$ cat src/rtl/alu_pkg.sv
// rtl/alu_pkg.sv - shared ALU width, opcode encodings, condition-flag bundle and full-adder cells
package alu_pkg;

  localparam int ALU_WIDTH = 64;

  localparam logic OP_ADD = 1'b0;
  localparam logic OP_SUB = 1'b1;

  // Condition-code bundle, also the layout the CC register stores.
  typedef struct packed {
    logic carry;
    logic ovf;
    logic zf;
    logic sf;
  } alu_flags_t;

  localparam alu_flags_t ALU_FLAGS_RESET = '0;

  function automatic logic fa_sum(input logic a, input logic b, input logic cin);
    return a ^ b ^ cin;
  endfunction

  function automatic logic fa_carry(input logic a, input logic b, input logic cin);
    return (a & b) | (cin & (a ^ b));
  endfunction

endpackage

$ cat src/rtl/adder_chunk.sv
// rtl/adder_chunk.sv - combinational W-bit ripple adder built from full-adder cells
module adder_chunk
  import alu_pkg::*;
#(
  parameter int W = 16
) (
  input  logic [W-1:0] a,
  input  logic [W-1:0] b,
  input  logic         cin,
  output logic [W-1:0] sum,
  output logic         cout,
  output logic         c_msb_in
);

  // The ripple is kept inside one block so the carry never forms a self-referencing vector.
  always_comb begin
    logic carry;
    carry    = cin;
    c_msb_in = cin;
    sum      = '0;
    for (int i = 0; i < W; i++) begin
      c_msb_in = carry;
      sum[i]   = fa_sum(a[i], b[i], carry);
      carry    = fa_carry(a[i], b[i], carry);
    end
    cout = carry;
  end

endmodule

$ cat src/rtl/pipelined_addsub.sv
// rtl/pipelined_addsub.sv - STAGES-deep carry-chained add/subtract with valid/ready flow and CC flags
module pipelined_addsub
  import alu_pkg::*;
#(
  parameter int WIDTH  = ALU_WIDTH,
  parameter int STAGES = 4
) (
  input  logic             clk,
  input  logic             rst_n,
  input  logic             in_valid,
  output logic             in_ready,
  input  logic [WIDTH-1:0] in_a,
  input  logic [WIDTH-1:0] in_b,
  input  logic             in_sub,
  output logic             out_valid,
  input  logic             out_ready,
  output logic [WIDTH-1:0] out_sum,
  output logic             out_carry,
  output logic             out_ovf,
  output logic             out_zf,
  output logic             out_sf
);

  localparam int SAFE_STAGES = (STAGES < 1) ? 1 : STAGES;
  localparam int CHUNK       = WIDTH / SAFE_STAGES;

  if ((STAGES < 1) || (STAGES > WIDTH) || ((WIDTH % SAFE_STAGES) != 0)) begin : g_bad_params
    $error("pipelined_addsub: WIDTH must be a non-zero multiple of STAGES");
  end

  logic [STAGES-1:0]            stg_valid;
  logic [STAGES-1:0]            stg_vin;
  logic [STAGES-1:0]            stg_adv;
  logic [STAGES-1:0]            stg_carry;
  logic [STAGES-1:0]            cout_nx;
  logic [STAGES-1:0]            cmsb_nx;
  logic [STAGES-1:0][WIDTH-1:0] stg_a;
  logic [STAGES-1:0][WIDTH-1:0] stg_b;
  logic [STAGES-1:0][WIDTH-1:0] stg_sum;
  logic [STAGES-1:0][WIDTH-1:0] sum_nx;
  alu_flags_t                   flags_q;
  alu_flags_t                   flags_d;

  // A stage moves when it is empty or its successor moves, so bubbles collapse under a stall.
  always_comb begin
    stg_adv = '0;
    stg_adv[STAGES-1] = !stg_valid[STAGES-1] || out_ready;
    for (int k = STAGES - 2; k >= 0; k--) begin
      stg_adv[k] = !stg_valid[k] || stg_adv[k+1];
    end
  end

  assign in_ready = stg_adv[0];

  for (genvar k = 0; k < STAGES; k++) begin : g_stage
    logic [WIDTH-1:0] a_src;
    logic [WIDTH-1:0] b_src;
    logic [WIDTH-1:0] s_src;
    logic             c_src;
    logic             v_src;
    logic [CHUNK-1:0] chunk_sum;
    logic [WIDTH-1:0] s_nx;

    logic             valid_q, valid_d;
    logic             carry_q, carry_d;
    logic [WIDTH-1:0] a_q, a_d;
    logic [WIDTH-1:0] b_q, b_d;
    logic [WIDTH-1:0] sum_q, sum_d;

    // Stage 0 conditions B and the carry-in; later stages take the skewed operands forward.
    if (k == 0) begin : g_head
      assign a_src = in_a;
      assign b_src = (in_sub == OP_SUB) ? ~in_b : in_b;
      assign s_src = '0;
      assign c_src = (in_sub == OP_SUB);
      assign v_src = in_valid;
    end else begin : g_body
      assign a_src = stg_a[k-1];
      assign b_src = stg_b[k-1];
      assign s_src = stg_sum[k-1];
      assign c_src = stg_carry[k-1];
      assign v_src = stg_valid[k-1];
    end

    adder_chunk #(
      .W(CHUNK)
    ) u_chunk (
      .a        (a_src[k*CHUNK +: CHUNK]),
      .b        (b_src[k*CHUNK +: CHUNK]),
      .cin      (c_src),
      .sum      (chunk_sum),
      .cout     (cout_nx[k]),
      .c_msb_in (cmsb_nx[k])
    );

    always_comb begin
      s_nx = s_src;
      s_nx[k*CHUNK +: CHUNK] = chunk_sum;
    end

    always_comb begin
      valid_d = valid_q;
      carry_d = carry_q;
      a_d     = a_q;
      b_d     = b_q;
      sum_d   = sum_q;
      if (stg_adv[k]) begin
        valid_d = v_src;
        if (v_src) begin
          carry_d = cout_nx[k];
          a_d     = a_src;
          b_d     = b_src;
          sum_d   = s_nx;
        end
      end
    end

    always_ff @(posedge clk or negedge rst_n) begin
      if (!rst_n) begin
        valid_q <= 1'b0;
        carry_q <= 1'b0;
        a_q     <= '0;
        b_q     <= '0;
        sum_q   <= '0;
      end else begin
        valid_q <= valid_d;
        carry_q <= carry_d;
        a_q     <= a_d;
        b_q     <= b_d;
        sum_q   <= sum_d;
      end
    end

    assign stg_valid[k] = valid_q;
    assign stg_vin[k]   = v_src;
    assign stg_carry[k] = carry_q;
    assign stg_a[k]     = a_q;
    assign stg_b[k]     = b_q;
    assign stg_sum[k]   = sum_q;
    assign sum_nx[k]    = s_nx;
  end

  // Flags come from the completed result and are registered alongside it in the last stage.
  always_comb begin
    flags_d = flags_q;
    if (stg_adv[STAGES-1] && stg_vin[STAGES-1]) begin
      flags_d.carry = cout_nx[STAGES-1];
      flags_d.ovf   = cmsb_nx[STAGES-1] ^ cout_nx[STAGES-1];
      flags_d.zf    = (sum_nx[STAGES-1] == '0);
      flags_d.sf    = sum_nx[STAGES-1][WIDTH-1];
    end
  end

  always_ff @(posedge clk or negedge rst_n) begin
    if (!rst_n) begin
      flags_q <= ALU_FLAGS_RESET;
    end else begin
      flags_q <= flags_d;
    end
  end

  assign out_valid = stg_valid[STAGES-1];
  assign out_sum   = stg_sum[STAGES-1];
  assign out_carry = flags_q.carry;
  assign out_ovf   = flags_q.ovf;
  assign out_zf    = flags_q.zf;
  assign out_sf    = flags_q.sf;

  // Final-stage operand copies and inner-chunk MSB carries have no consumer.
  logic unused_stage_bits;
  assign unused_stage_bits = ^{stg_a[STAGES-1], stg_b[STAGES-1], stg_carry[STAGES-1], cmsb_nx};

endmodule

$ cat config.mk
export PLATFORM = sky130hd
export DESIGN_NAME = pipelined_addsub
export DESIGN_NICKNAME = d
export VERILOG_FILES = /design/src/rtl/alu_pkg.sv /design/src/rtl/adder_chunk.sv /design/src/rtl/pipelined_addsub.sv
export SDC_FILE = /design/constraint.sdc
export NUM_CORES = 1
export LEC_CHECK = 0
export BUFFER_PORTS_ARGS = -buffer_cell sky130_fd_sc_hd__buf_2
export CORE_MARGIN = 5
export CORE_UTILIZATION = 40
export DETAILED_ROUTE_END_ITERATION = 7
export GPL_TIMING_DRIVEN = 1
export SYNTH_ARGS = -nofsm -noshare
export SYNTH_HDL_FRONTEND = slang
export SYNTH_SLANG_ARGS = --single-unit
export TNS_END_PERCENT = 50
$ cat constraint.sdc
create_clock -name clk -period 11.6 [get_ports clk]
set_input_delay 0 -clock clk [delete_from_list [all_inputs] [get_ports clk]]
set_output_delay 0 -clock clk [all_outputs]
set_load 0.02 [all_outputs]
==> run summary <==
CTS clk-pin slew, worst paths: 0.06 ns
H-tree depth: 2
Sequential share of the synthesized area: 58.8%
Max Fclk: 130 MHz
Hold_buf cts: 123
Cell with the most instances on the worst path: fa_1
Placement Setup Slack: 3.89 ns
Setup repair after global routing missed its margin: false
Post-Synth Adder-Cell Area: 8.19%
Iteration-0 DRC count of the detailed router: 294
FF-to-FF Start: g_stage[2].carry_q
Crit start category: register
Clk_lat worst skew: 0.53 ns
Worst Path Buf+Inv: 2
CP required: 12.07 ns
Synth warn: 0
P&R area growth vs syn: 25.7%
Crit path max-delay family: adder cells
Sink Count: 362
Synth area leader: dfrtp_1
CTS tree: built
CTS root buf: clkbuf_16
Clock Skew: 0.0188 ns
Synth Area in XOR/XNOR: 3.70%
Die span in x: 206 um
Max VDD drop: 0.150 mV
Vias in the first global route: 10027
Slowest cell delay on critical path: 0.47 ns
Relative slew slack: 28.0%
Post-CTS Repair Setup Buffers: 0
GRT Total Usage: 16.5%
Routability-driven placement congestion ratio: 0.745
Die footprint: 42500 um^2
Worst Path Max Fanout: 2
#FFs+latches synth: 362
Port Buffers: 202
CTS buffer count: 40
Initial antenna violation count: 2
Drt via density: 4.70
Drc violations: 0
Synth area leaders: dfrtp_1 (59%), mux2_2 (21%), fa_1 (8.2%), xnor2_1 (3.5%), o21ai_0 (1.9%)
WL/cell: 17.8 um
Synth Area per Inst: 14.8 um^2
Largest family of logic cells by synthesized area: multiplexers
Post-synthesis simple-gate area fraction: 2.87%
Critical path destination: out_zf
Router iterations before antenna repair: 4
Final Cycle Share: 66.4%
Post-synthesis mux area share: 21.1%
Die Ht: 206 um
Status: completed
Post-DP HPWL: 21.9 mm
Critical-path cell list: fa_1, fa_1, fa_1, fa_1, fa_1, fa_1, fa_1, fa_1, fa_1, fa_1, fa_1, fa_1, inv_1, fa_1, inv_1, fa_1, fa_1, fa_1, nor4_1, nand4_1, nor4_1, a32o_1
Post-synthesis compound-gate area fraction: 2.48%
Post_cts resized: 0
Hold/Removal Path Class: input pin to register
Leakage power: 8.59 nW
CORE AREA: 37800 um^2
Layout cell share with drive strength beyond 1: 40.6%
Maximum buffer depth of the clock tree: 3
Total wire length: 33.8 mm
Pwr per Cell Area: 237 nW/um^2
CP Launch Point: g_stage[2].carry_q
Global-route wire length before repair: 55.1 mm
Final nets: 1557
Area of the mapped netlist: 15400 um^2
Setup Viol. Count Final: 0
Remaining antenna violation count: 0
Initial Util: 40.7%
WS Path Type: register to register
Final setup margin: 3.90 ns
Cell count of the worst reg-to-reg path: 22
Max capacitance violation total: 0
Cells after Synth: 1040
Syn_nets: 1236
IO Pins: 203
Sum Neg Setup Slack: 0 ns
Hold path start: in_b[9]
CP Capture Type: register
Final min period: 7.70 ns
Total grt overflow: 0
Netlist cell types: 26
Reg2reg setup slack: 3.90 ns
Std-Cell Rows: 71
Critical path depth: 22
Slowest CP cell: fa_1
Vias: 8963
Area share of the largest cell type after synthesis: 58.8%
Critical R2R Capture: out_zf
Worst Tran Pin Value: 1.08 ns
Final Max Slew Viols: 0
Data arrival time of the critical path: 8.17 ns
Largest net degree at the start of global routing: 177
Hold Fails Final Rpt: 0
report_power, final:
| group | switching [mW] | total (mW) | internal (mW) | leakage [nW] |
|---|---|---|---|---|
| logic | 0.660 | 1.37 | 0.709 | 3.65 |
| registers | 0.300 | 2.02 | 1.72 | 4.32 |
| clock network | 0.505 | 1.21 | 0.705 | 0.627 |
| total | 1.46 | 4.59 | 3.13 | 8.59 |
placed cells by master (no fill, tap or decap):
master,n
dfrtp_1,362
mux2_2,288
buf_2,200
dlygate4sd3_1,123
nand2_1,71
fa_1,63
xnor2_1,61
o21ai_0,58
clkbuf_16,41
inv_1,35
nor4_1,15
o21ai_1,10
clkbuf_1,10
clkinv_2,9
clkbuf_8,8
buf_4,7
xor2_1,4
nor2_1,3
nand4_1,3
nand2b_1,2
o21ai_4,2
nand2_4,2
a21oi_1,2
inv_6,2
clkinv_4,2
clkinvlp_4,2
diode_2,1
nand4b_1,1
or2_2,1
o21bai_1,1
or4_1,1
nor4b_1,1
a32o_1,1
buf_8,1
buf_12,1
synth_stat cells:
cell,number
nand4_1,3
nor4b_1,1
clkbuf_1,4
nand2_1,73
xnor2_1,61
o21ai_1,11
o21bai_1,1
o21ai_2,1
buf_6,1
nand4b_1,1
nand2b_1,2
inv_1,35
dfrtp_1,362
fa_1,63
or2_2,1
buf_2,31
xor2_1,4
buf_4,16
or4_1,1
clkbuf_2,1
nor2_1,3
a32o_1,1
o21ai_0,58
a21oi_1,2
nor4_1,15
mux2_2,288
tightest hold or removal path, delay by kind of cell:
kind                     cells  cell delay, ns
AO/OA/AOI/OAI                1            0.09
XOR/XNOR                     1            0.12
adder cells (fa/ha/maj)      1            0.19
buffers and inverters        1            0.08
layout make-up:
cell class	instances	area, um^2
timing repair buffer	332	2320
tap	511	639
clock buffer	59	1170
multi-input combinational	590	5930
antenna	1	2.50
sequential	362	9060
clock inverter	15	95.1
inverter	35	131
fill	3279	18500
per-layer routing:
layer  share of wire [%]  vias to the layer above  track usage, %
met5                   0                        -               0
met4                 2.6                        0            5.13
met3                 5.0                       65            3.22
met2                  49                      172            27.8
met1                  43                     4555            21.7
li1                    -                     4171               -
worst min-delay path by stage:
stage	slack, ns	end	cells after the start
after floorplan	-0.30	g_stage[0].a_q[16]	0
final	0.006	g_stage[0].sum_q[9]	4
after detailed placement	0.15	g_stage[0].b_q[50]	1
after global placement	0.16	g_stage[0].b_q[50]	1
after global routing	0.03	g_stage[0].sum_q[4]	4
after CTS	0.001	g_stage[0].sum_q[6]	4
through the flow:
step | hold slack (ns) | utilization [%] | std cells | area, um^2 | power [mW]
after floorplan | -0.296 | - | 1040 | 15400 | 2.88
after global placement | 0.157 | 44.5 | 1707 | 16800 | 3.36
after detailed placement | 0.154 | 44.5 | 1707 | 16800 | 3.41
after CTS | 0.00111 | 51.1 | 1904 | 19300 | 4.69
after global routing | 0.0251 | 51.1 | 1905 | 19400 | 4.92
final | 0.00550 | 51.1 | 1905 | 19400 | 4.59
cells by family (layout without fill, tap and decap cells):
group,Yosys count,after routing
other,0,1
buffers and inverters,88,441
multiplexers,288,288
AO/OA/AOI/OAI,74,74
adder cells (fa/ha/maj),63,63
flip-flops,362,362
AND/OR/NAND/NOR,100,100
XOR/XNOR,65,65
sequential cells by signal, indices dropped and copies added, names as in the netlist:
register         count
g_stage.a_q         96
g_stage.b_q         96
g_stage.sum_q       96
out_sum             64
g_stage.carry_q      3
g_stage.valid_q      3
out_carry            1
out_ovf              1
out_valid            1
out_zf               1
Note: power is estimated with default switching activity, not from simulation.
